**src/rtl/hop_seq_ctrl_pkg.sv**
```systemverilog
// Shared constants for the Hopfield sequencing controller: default geometry
// and FSM state encodings.
package hop_seq_ctrl_pkg;

   localparam int unsigned DEF_SIZE = 8;
   localparam int unsigned DEF_N    = 8;
   localparam int unsigned ITER_W   = 8;

   typedef enum logic [2:0] {
      ST_IDLE    = 3'd0,
      ST_COLLECT = 3'd1,
      ST_RUN     = 3'd2,
      ST_CHECK   = 3'd3,
      ST_SEND    = 3'd4,
      ST_WAIT_TX = 3'd5,
      ST_ERR     = 3'd6
   } state_e;

endpackage

```
**src/rtl/hop_timeout_cnt.sv**
```systemverilog
// Loadable down-counter; expire_c flags the last allowed cycle while enabled.
module hop_timeout_cnt #(
   parameter int unsigned W = 16
) (
   input  logic         clk,
   input  logic         rst_n,
   input  logic         clr,
   input  logic         load,
   input  logic [W-1:0] load_val,
   input  logic         en,
   output logic         expire_c
);

   logic [W-1:0] cnt_q, cnt_d;

   always_comb begin
      cnt_d = cnt_q;
      if (clr) begin
         cnt_d = '0;
      end else if (load) begin
         cnt_d = load_val;
      end else if (en && (cnt_q != '0)) begin
         cnt_d = cnt_q - W'(1);
      end
   end

   always_ff @(posedge clk or negedge rst_n) begin
      if (!rst_n) cnt_q <= '0;
      else        cnt_q <= cnt_d;
   end

   // Independent of load so the parent's next-state logic stays loop-free.
   assign expire_c = en && (cnt_q == '0);

endmodule

```
**src/rtl/hop_seq_ctrl.sv**
```systemverilog
// Sequencer around a Hopfield network: collects an input pattern from RX
// frames, iterates the network until a fixed point or MAX_ITER, then sends it.
module hop_seq_ctrl
   import hop_seq_ctrl_pkg::*;
#(
   parameter int unsigned SIZE     = DEF_SIZE,
   parameter int unsigned N        = DEF_N,
   parameter int unsigned FRAMES   = 2,
   parameter int unsigned MAX_ITER = 16,
   parameter int unsigned TIMEOUT  = 65535
) (
   input  logic                clk,
   input  logic                rst_n,
   input  logic                abort,
   input  logic                rx_done,
   input  logic [N*SIZE-1:0]   rx_data,
   output logic                net_en,
   output logic [N*SIZE-1:0]   net_s,
   input  logic                net_done,
   input  logic [N*SIZE-1:0]   net_res,
   output logic                tx_en,
   output logic [N*SIZE-1:0]   tx_data,
   input  logic                tx_done,
   output logic                busy,
   output logic                converged,
   output logic                err,
   output logic                overrun,
   output logic [ITER_W-1:0]   iter,
   output logic                done
);

   localparam int unsigned W  = N * SIZE;
   localparam int unsigned FW = (FRAMES > 1) ? $clog2(FRAMES) : 1;
   localparam int unsigned TW = $clog2(TIMEOUT + 1);

   state_e              fsm_q, fsm_d;
   logic [W-1:0]        state_q, state_d;
   logic [W-1:0]        tx_data_q, tx_data_d;
   logic [FW-1:0]       frame_cnt_q, frame_cnt_d;
   logic [ITER_W-1:0]   iter_q, iter_d;
   logic                net_en_q, net_en_d;
   logic                tx_en_q, tx_en_d;
   logic                done_q, done_d;
   logic                busy_q, busy_d;
   logic                converged_q, converged_d;
   logic                err_q, err_d;
   logic                overrun_q, overrun_d;
   logic                tmo_load_c, tmo_en_c, tmo_expire_c;
   logic [ITER_W-1:0]   iter_inc_c;

   assign iter_inc_c = iter_q + ITER_W'(1);
   assign tmo_en_c   = (fsm_q == ST_RUN) || (fsm_q == ST_WAIT_TX);

   hop_timeout_cnt #(.W(TW)) u_tmo (
      .clk      (clk),
      .rst_n    (rst_n),
      .clr      (abort),
      .load     (tmo_load_c),
      .load_val (TW'(TIMEOUT - 1)),
      .en       (tmo_en_c),
      .expire_c (tmo_expire_c)
   );

   // Next-state and registered-output logic; abort overrides every event.
   always_comb begin
      fsm_d       = fsm_q;
      state_d     = state_q;
      tx_data_d   = tx_data_q;
      frame_cnt_d = frame_cnt_q;
      iter_d      = iter_q;
      converged_d = converged_q;
      err_d       = err_q;
      overrun_d   = overrun_q;
      done_d      = 1'b0;

      if (abort) begin
         fsm_d       = ST_IDLE;
         frame_cnt_d = '0;
         err_d       = 1'b0;
         overrun_d   = 1'b0;
      end else begin
         if (rx_done && (fsm_q != ST_IDLE) && (fsm_q != ST_COLLECT)) overrun_d = 1'b1;
         case (fsm_q)
            ST_IDLE, ST_COLLECT: begin
               if (rx_done) begin
                  state_d = rx_data;
                  if (frame_cnt_q == FW'(FRAMES - 1)) begin
                     frame_cnt_d = '0;
                     iter_d      = '0;
                     converged_d = 1'b0;
                     fsm_d       = ST_RUN;
                  end else begin
                     frame_cnt_d = frame_cnt_q + FW'(1);
                     fsm_d       = ST_COLLECT;
                  end
               end
            end
            ST_RUN: begin
               if (net_done) begin
                  fsm_d = ST_CHECK;
               end else if (tmo_expire_c) begin
                  fsm_d = ST_ERR;
                  err_d = 1'b1;
               end
            end
            ST_CHECK: begin
               iter_d = iter_inc_c;
               if (net_res == state_q) begin
                  converged_d = 1'b1;
                  tx_data_d   = net_res;
                  fsm_d       = ST_SEND;
               end else if (iter_inc_c == ITER_W'(MAX_ITER)) begin
                  converged_d = 1'b0;
                  tx_data_d   = net_res;
                  fsm_d       = ST_SEND;
               end else begin
                  state_d = net_res;
                  fsm_d   = ST_RUN;
               end
            end
            ST_SEND: fsm_d = ST_WAIT_TX;
            ST_WAIT_TX: begin
               if (tx_done) begin
                  done_d = 1'b1;
                  fsm_d  = ST_IDLE;
               end else if (tmo_expire_c) begin
                  fsm_d = ST_ERR;
                  err_d = 1'b1;
               end
            end
            ST_ERR:  fsm_d = ST_ERR;
            default: fsm_d = ST_IDLE;
         endcase
      end

      net_en_d   = (fsm_d == ST_RUN);
      tx_en_d    = (fsm_d == ST_SEND);
      busy_d     = (fsm_d != ST_IDLE);
      tmo_load_c = ((fsm_d == ST_RUN) || (fsm_d == ST_WAIT_TX)) && (fsm_d != fsm_q);
   end

   always_ff @(posedge clk or negedge rst_n) begin
      if (!rst_n) begin
         fsm_q       <= ST_IDLE;
         state_q     <= '0;
         tx_data_q   <= '0;
         frame_cnt_q <= '0;
         iter_q      <= '0;
         net_en_q    <= 1'b0;
         tx_en_q     <= 1'b0;
         done_q      <= 1'b0;
         busy_q      <= 1'b0;
         converged_q <= 1'b0;
         err_q       <= 1'b0;
         overrun_q   <= 1'b0;
      end else begin
         fsm_q       <= fsm_d;
         state_q     <= state_d;
         tx_data_q   <= tx_data_d;
         frame_cnt_q <= frame_cnt_d;
         iter_q      <= iter_d;
         net_en_q    <= net_en_d;
         tx_en_q     <= tx_en_d;
         done_q      <= done_d;
         busy_q      <= busy_d;
         converged_q <= converged_d;
         err_q       <= err_d;
         overrun_q   <= overrun_d;
      end
   end

   assign net_en    = net_en_q;
   assign net_s     = state_q;
   assign tx_en     = tx_en_q;
   assign tx_data   = tx_data_q;
   assign done      = done_q;
   assign busy      = busy_q;
   assign converged = converged_q;
   assign err       = err_q;
   assign overrun   = overrun_q;
   assign iter      = iter_q;

endmodule

```
**config.mk**
```make
export PLATFORM = sky130hd
export DESIGN_NAME = hop_seq_ctrl
export DESIGN_NICKNAME = d
export VERILOG_FILES = /design/src/rtl/hop_seq_ctrl_pkg.sv /design/src/rtl/hop_timeout_cnt.sv /design/src/rtl/hop_seq_ctrl.sv
export SDC_FILE = /design/constraint.sdc
export NUM_CORES = 1
export LEC_CHECK = 0
export CAP_MARGIN = 20
export CORE_MARGIN = 3
export CORE_UTILIZATION = 35
export DETAILED_ROUTE_END_ITERATION = 10
export PLACE_DENSITY = 0.73
export SLEW_MARGIN = 20
export SYNTH_ARGS = -nofsm -noshare
export SYNTH_HDL_FRONTEND = slang
export SYNTH_HIERARCHICAL = 1
export SYNTH_SLANG_ARGS = --single-unit
```
**constraint.sdc**
```tcl
create_clock -name clk -period 3.01 [get_ports clk]
set_input_delay 0.4515 -clock clk [delete_from_list [all_inputs] [get_ports clk]]
set_output_delay 0.4515 -clock clk [all_outputs]
set_load 0.01 [all_outputs]
```
==> impl_metrics.ini <==
[outcome]
run_status = finished, final reports clean

[routing]
drt-wirelength-per-cell_um = 18.50
route.detailed.drc = 0
avgViaCountPerCell = 4.930
drt_wl_total_um = 28400
drtAntennaViolNets = 0
drt-initial-drc-count = 431
vias = 7568
number_of_optimization_iterations_in_the_first_detailed_route_pass = 5

[clock_network]
cts_num_sinks = 163
cts_tree = built
cts_buffer_count = 17
cts-hold-fix-buffers = 0
cts-htree-levels = 4
cts.root.buffer_cell = sky130_fd_sc_hd__clkbuf_16
max-clock-path-buffers = 2
clock_slew_at_the_register_clock_pins_of_the_worst_setup_and_hold_paths_ns = 0.07
worstSkewPairLatency_ns = 0.43

[global_route]
maximum_number_of_pins_on_one_net_before_global_route_repair = 67
antenna_found_initial = 0
first_global_vias = 7696
overflow = 0
grt_first_pass_wirelength_um = 43060
grt_use_total = 0.2076

[die]
core_ar_sq_um = 24460
die_w_um = 164.0
floorplan.initialDensity = 0.3573
die_height_um = 164.0
core.rowCount = 57
floorplan.io_pins = 277
fp.dieArea_sq_um = 26910

[worst_setup_path]
critical_path.startpoint_type = flop
startpoint_of_the_lowest_slack_register_to_register_path = u_tmo/cnt_q[14]$_DFFE_PN0P_
path_max_fanout = 4
reg2regPathDepth = 13
cp.required_ns = 3.31
crit_path_end_kind = flop
r2r-end = u_tmo/cnt_q[1]$_DFFE_PN0P_
cp.arrival_ns = 3.30
timing_worst_setup_path_type = flop to flop
reg2reg_setup_slack_ns = 0.01

[yosys]
ys_warn_count = 6
netlist-cell-type-count = 59
synth.avg_cell_area_sq_um = 10.66
postSynthCellCount = 820
share_of_synthesized_registers_carrying_an_async_set_or_reset = 1.000
ys_dominant_reg_cell = sky130_fd_sc_hd__dfrtp_1
netlist_area_sq_um = 8741
sequential_share_of_the_synthesized_area = 0.4666
synth_edf_count = 0
ys_seq_elements = 163

[layout]
fin_nets = 1334
antenna_cells = 0
final_common_cell = sky130_fd_sc_hd__clkdlybuf4s50_1
area.growth.synth_to_final_pct = 52.29
post_route_cells_drive_above_1_share = 0.2477
mostFrequentLayoutCells = 275 x sky130_fd_sc_hd__clkdlybuf4s50_1, 211 x sky130_fd_sc_hd__nand2_1, 162 x sky130_fd_sc_hd__dfrtp_1
n_fill_cell = 2142

[sta]
worstMarginPinSlew_ns = 0.8342
finalHoldViolations = 0
final.setup.worst_slack_ns = 0.01031
final.setup_skew_ns = 0.01549
finalCriticalPeriod_ns = 3.000
setup-violations-final = 0
timing.max_slew.rel_slack = 0.4439
finalCritPeriodShare = 0.9966
max_transition_viols_final = 0
fmaxAchievable_mhz = 333.4
unrepaired_setup_endpoints_after_global_routing = true

[power_and_ir_drop]
cell_internal_pwr_mw = 5.219
power.share.clock = 0.288
worst_ir_drop_vdd_uv = 353.5
proportion_of_total_power_due_to_net_switching = 0.3274
power_frac_seq = 0.359
power_density_nw_per_um2 = 582.9
p_total_mw = 7.759
combPwrFrac = 0.353
total_switching_power_mw = 2.540
leakage_nw = 6.053

[run]
maxCapViolations = 0

[place]
dp_hpwl_um = 21360
buffer_ports.inserted = 276
routabilityCongestion = 0.8639
pre_cts_ws_ns = -0.3799

[min_path]
min-delay-path-class = input pin to asynchronous set/reset pin
layer usage:
metal / part of all wire / vias up / GRT usage
met2: 0.50 / 257 / 0.3462
li1: - / 3587 / -
met4: 0.018 / 0 / 0.06075
met5: 0 / - / 0
met1: 0.42 / 3691 / 0.2652
met3: 0.068 / 33 / 0.05549
power groups by stage:
stage | sequential, mW | clock, mW | combinational, mW
after global routing | 2.84 | 2.37 | 2.93
after global placement | 2.80 | 0 | 2.65
after floorplan | 2.91 | 0 | 1.16
after detailed placement | 2.82 | 0 | 2.66
final | 2.79 | 2.24 | 2.74
after CTS | 2.78 | 2.29 | 2.68
metrics by stage:
step	util	TNS (ns)	cells	area (sq um)	hold slack, ns
after detailed placement	0.5141	-32.89	1496	12580	0.4901
after CTS	0.5391	0	1529	13190	0.03255
final	0.5442	0	1535	13310	0.02377
after floorplan	-	0	834	8813	0.1559
after global routing	0.5442	-1.426	1535	13310	0.04817
after global placement	0.5141	-32.56	1496	12580	0.4864
critical path, cell delays in order (launching register included):
cell,delay [ns]
sky130_fd_sc_hd__dfrtp_1,0.42
sky130_fd_sc_hd__nor4_4,0.33
sky130_fd_sc_hd__nand4_1,0.24
sky130_fd_sc_hd__nor2_4,0.16
sky130_fd_sc_hd__nor3b_2,0.06
sky130_fd_sc_hd__o21bai_1,0.22
sky130_fd_sc_hd__nor2_2,0.08
sky130_fd_sc_hd__a211oi_2,0.25
sky130_fd_sc_hd__mux2i_1,0.13
sky130_fd_sc_hd__a211oi_2,0.34
sky130_fd_sc_hd__buf_4,0.20
sky130_fd_sc_hd__nor3_2,0.04
sky130_fd_sc_hd__and3_1,0.14
sky130_fd_sc_hd__a211o_1,0.27
synth_stat cells, drive strengths merged, types with 4 or more instances:
cell	number	area share
a21oi	13	0.0074
clkbuf	15	0.0064
dfrtp	163	0.47
mux2	128	0.19
nor3	7	0.0040
a211oi	7	0.0060
and4	4	0.0042
nand3	5	0.0029
xnor2	66	0.066
o22ai	4	0.0029
inv	12	0.0052
nor4	10	0.013
or4	5	0.0047
or3	4	0.0029
nand4	26	0.019
nor2	33	0.014
a311oi	7	0.0090
and3	4	0.0029
nand2b	5	0.0036
buf	24	0.023
mux2i	4	0.0046
nand2	213	0.092
o21ai	23	0.014
a31oi	5	0.0036
logic make-up after synthesis:
group                      synth area share
AOI/OAI and AO/OA                   0.06170
xor gates and xnor gates            0.06613
adders and majority gates          0.002862
buffers and inverters               0.03493
DFF                                  0.4666
muxes                                0.1927
other                             0.0008592
and+or+nand+nor                      0.1742
cell type report:
class                      count  area (sq um)  share of cell area
sequential                   163          4080              0.3065
clock buffer                  19         442.9             0.03327
timing repair buffer         384          3666              0.2754
multi-input combinational    620          4524              0.3399
inverter                      12         45.04            0.003384
clock inverter                13         147.6             0.01109
tap                          324         405.4             0.03045
sequential cells by signal, indices dropped and copies added (netlist names):
signal / count
busy: 1
converged: 1
done: 1
err: 1
frame_cnt_q: 1
fsm_q: 3
iter: 8
net_en: 1
net_s: 64
overrun: 1
tx_data: 64
tx_en: 1
u_tmo/cnt_q: 16
worst max-delay path by stage:
stage,start,cells past startpoint,slack (ns),to
floorplan,fsm_q[2]$_DFF_PN0_,18,0.0002,u_tmo/cnt_q[0]$_DFFE_PN0P_
global placement,net_res[9],12,-0.31,u_tmo/cnt_q[13]$_DFFE_PN0P_
finish,u_tmo/cnt_q[14]$_DFFE_PN0P_,13,0.01,u_tmo/cnt_q[1]$_DFFE_PN0P_
detailed placement,net_res[51],10,-0.38,u_tmo/cnt_q[1]$_DFFE_PN0P_
global route,u_tmo/cnt_q[14]$_DFFE_PN0P_,13,-0.18,u_tmo/cnt_q[1]$_DFFE_PN0P_
CTS,u_tmo/cnt_q[11]$_DFFE_PN0P_,13,0.007,u_tmo/cnt_q[9]$_DFFE_PN0P_
what timing repair did:
action / CTS / global route
hold endpoints to repair: 0 / 0
setup endpoints to repair: 14 / 15
resized for setup: 2 / 18
pin swaps: 1 / 18
buffers inserted: 1 / 6
(Power assumes the default switching activity.)
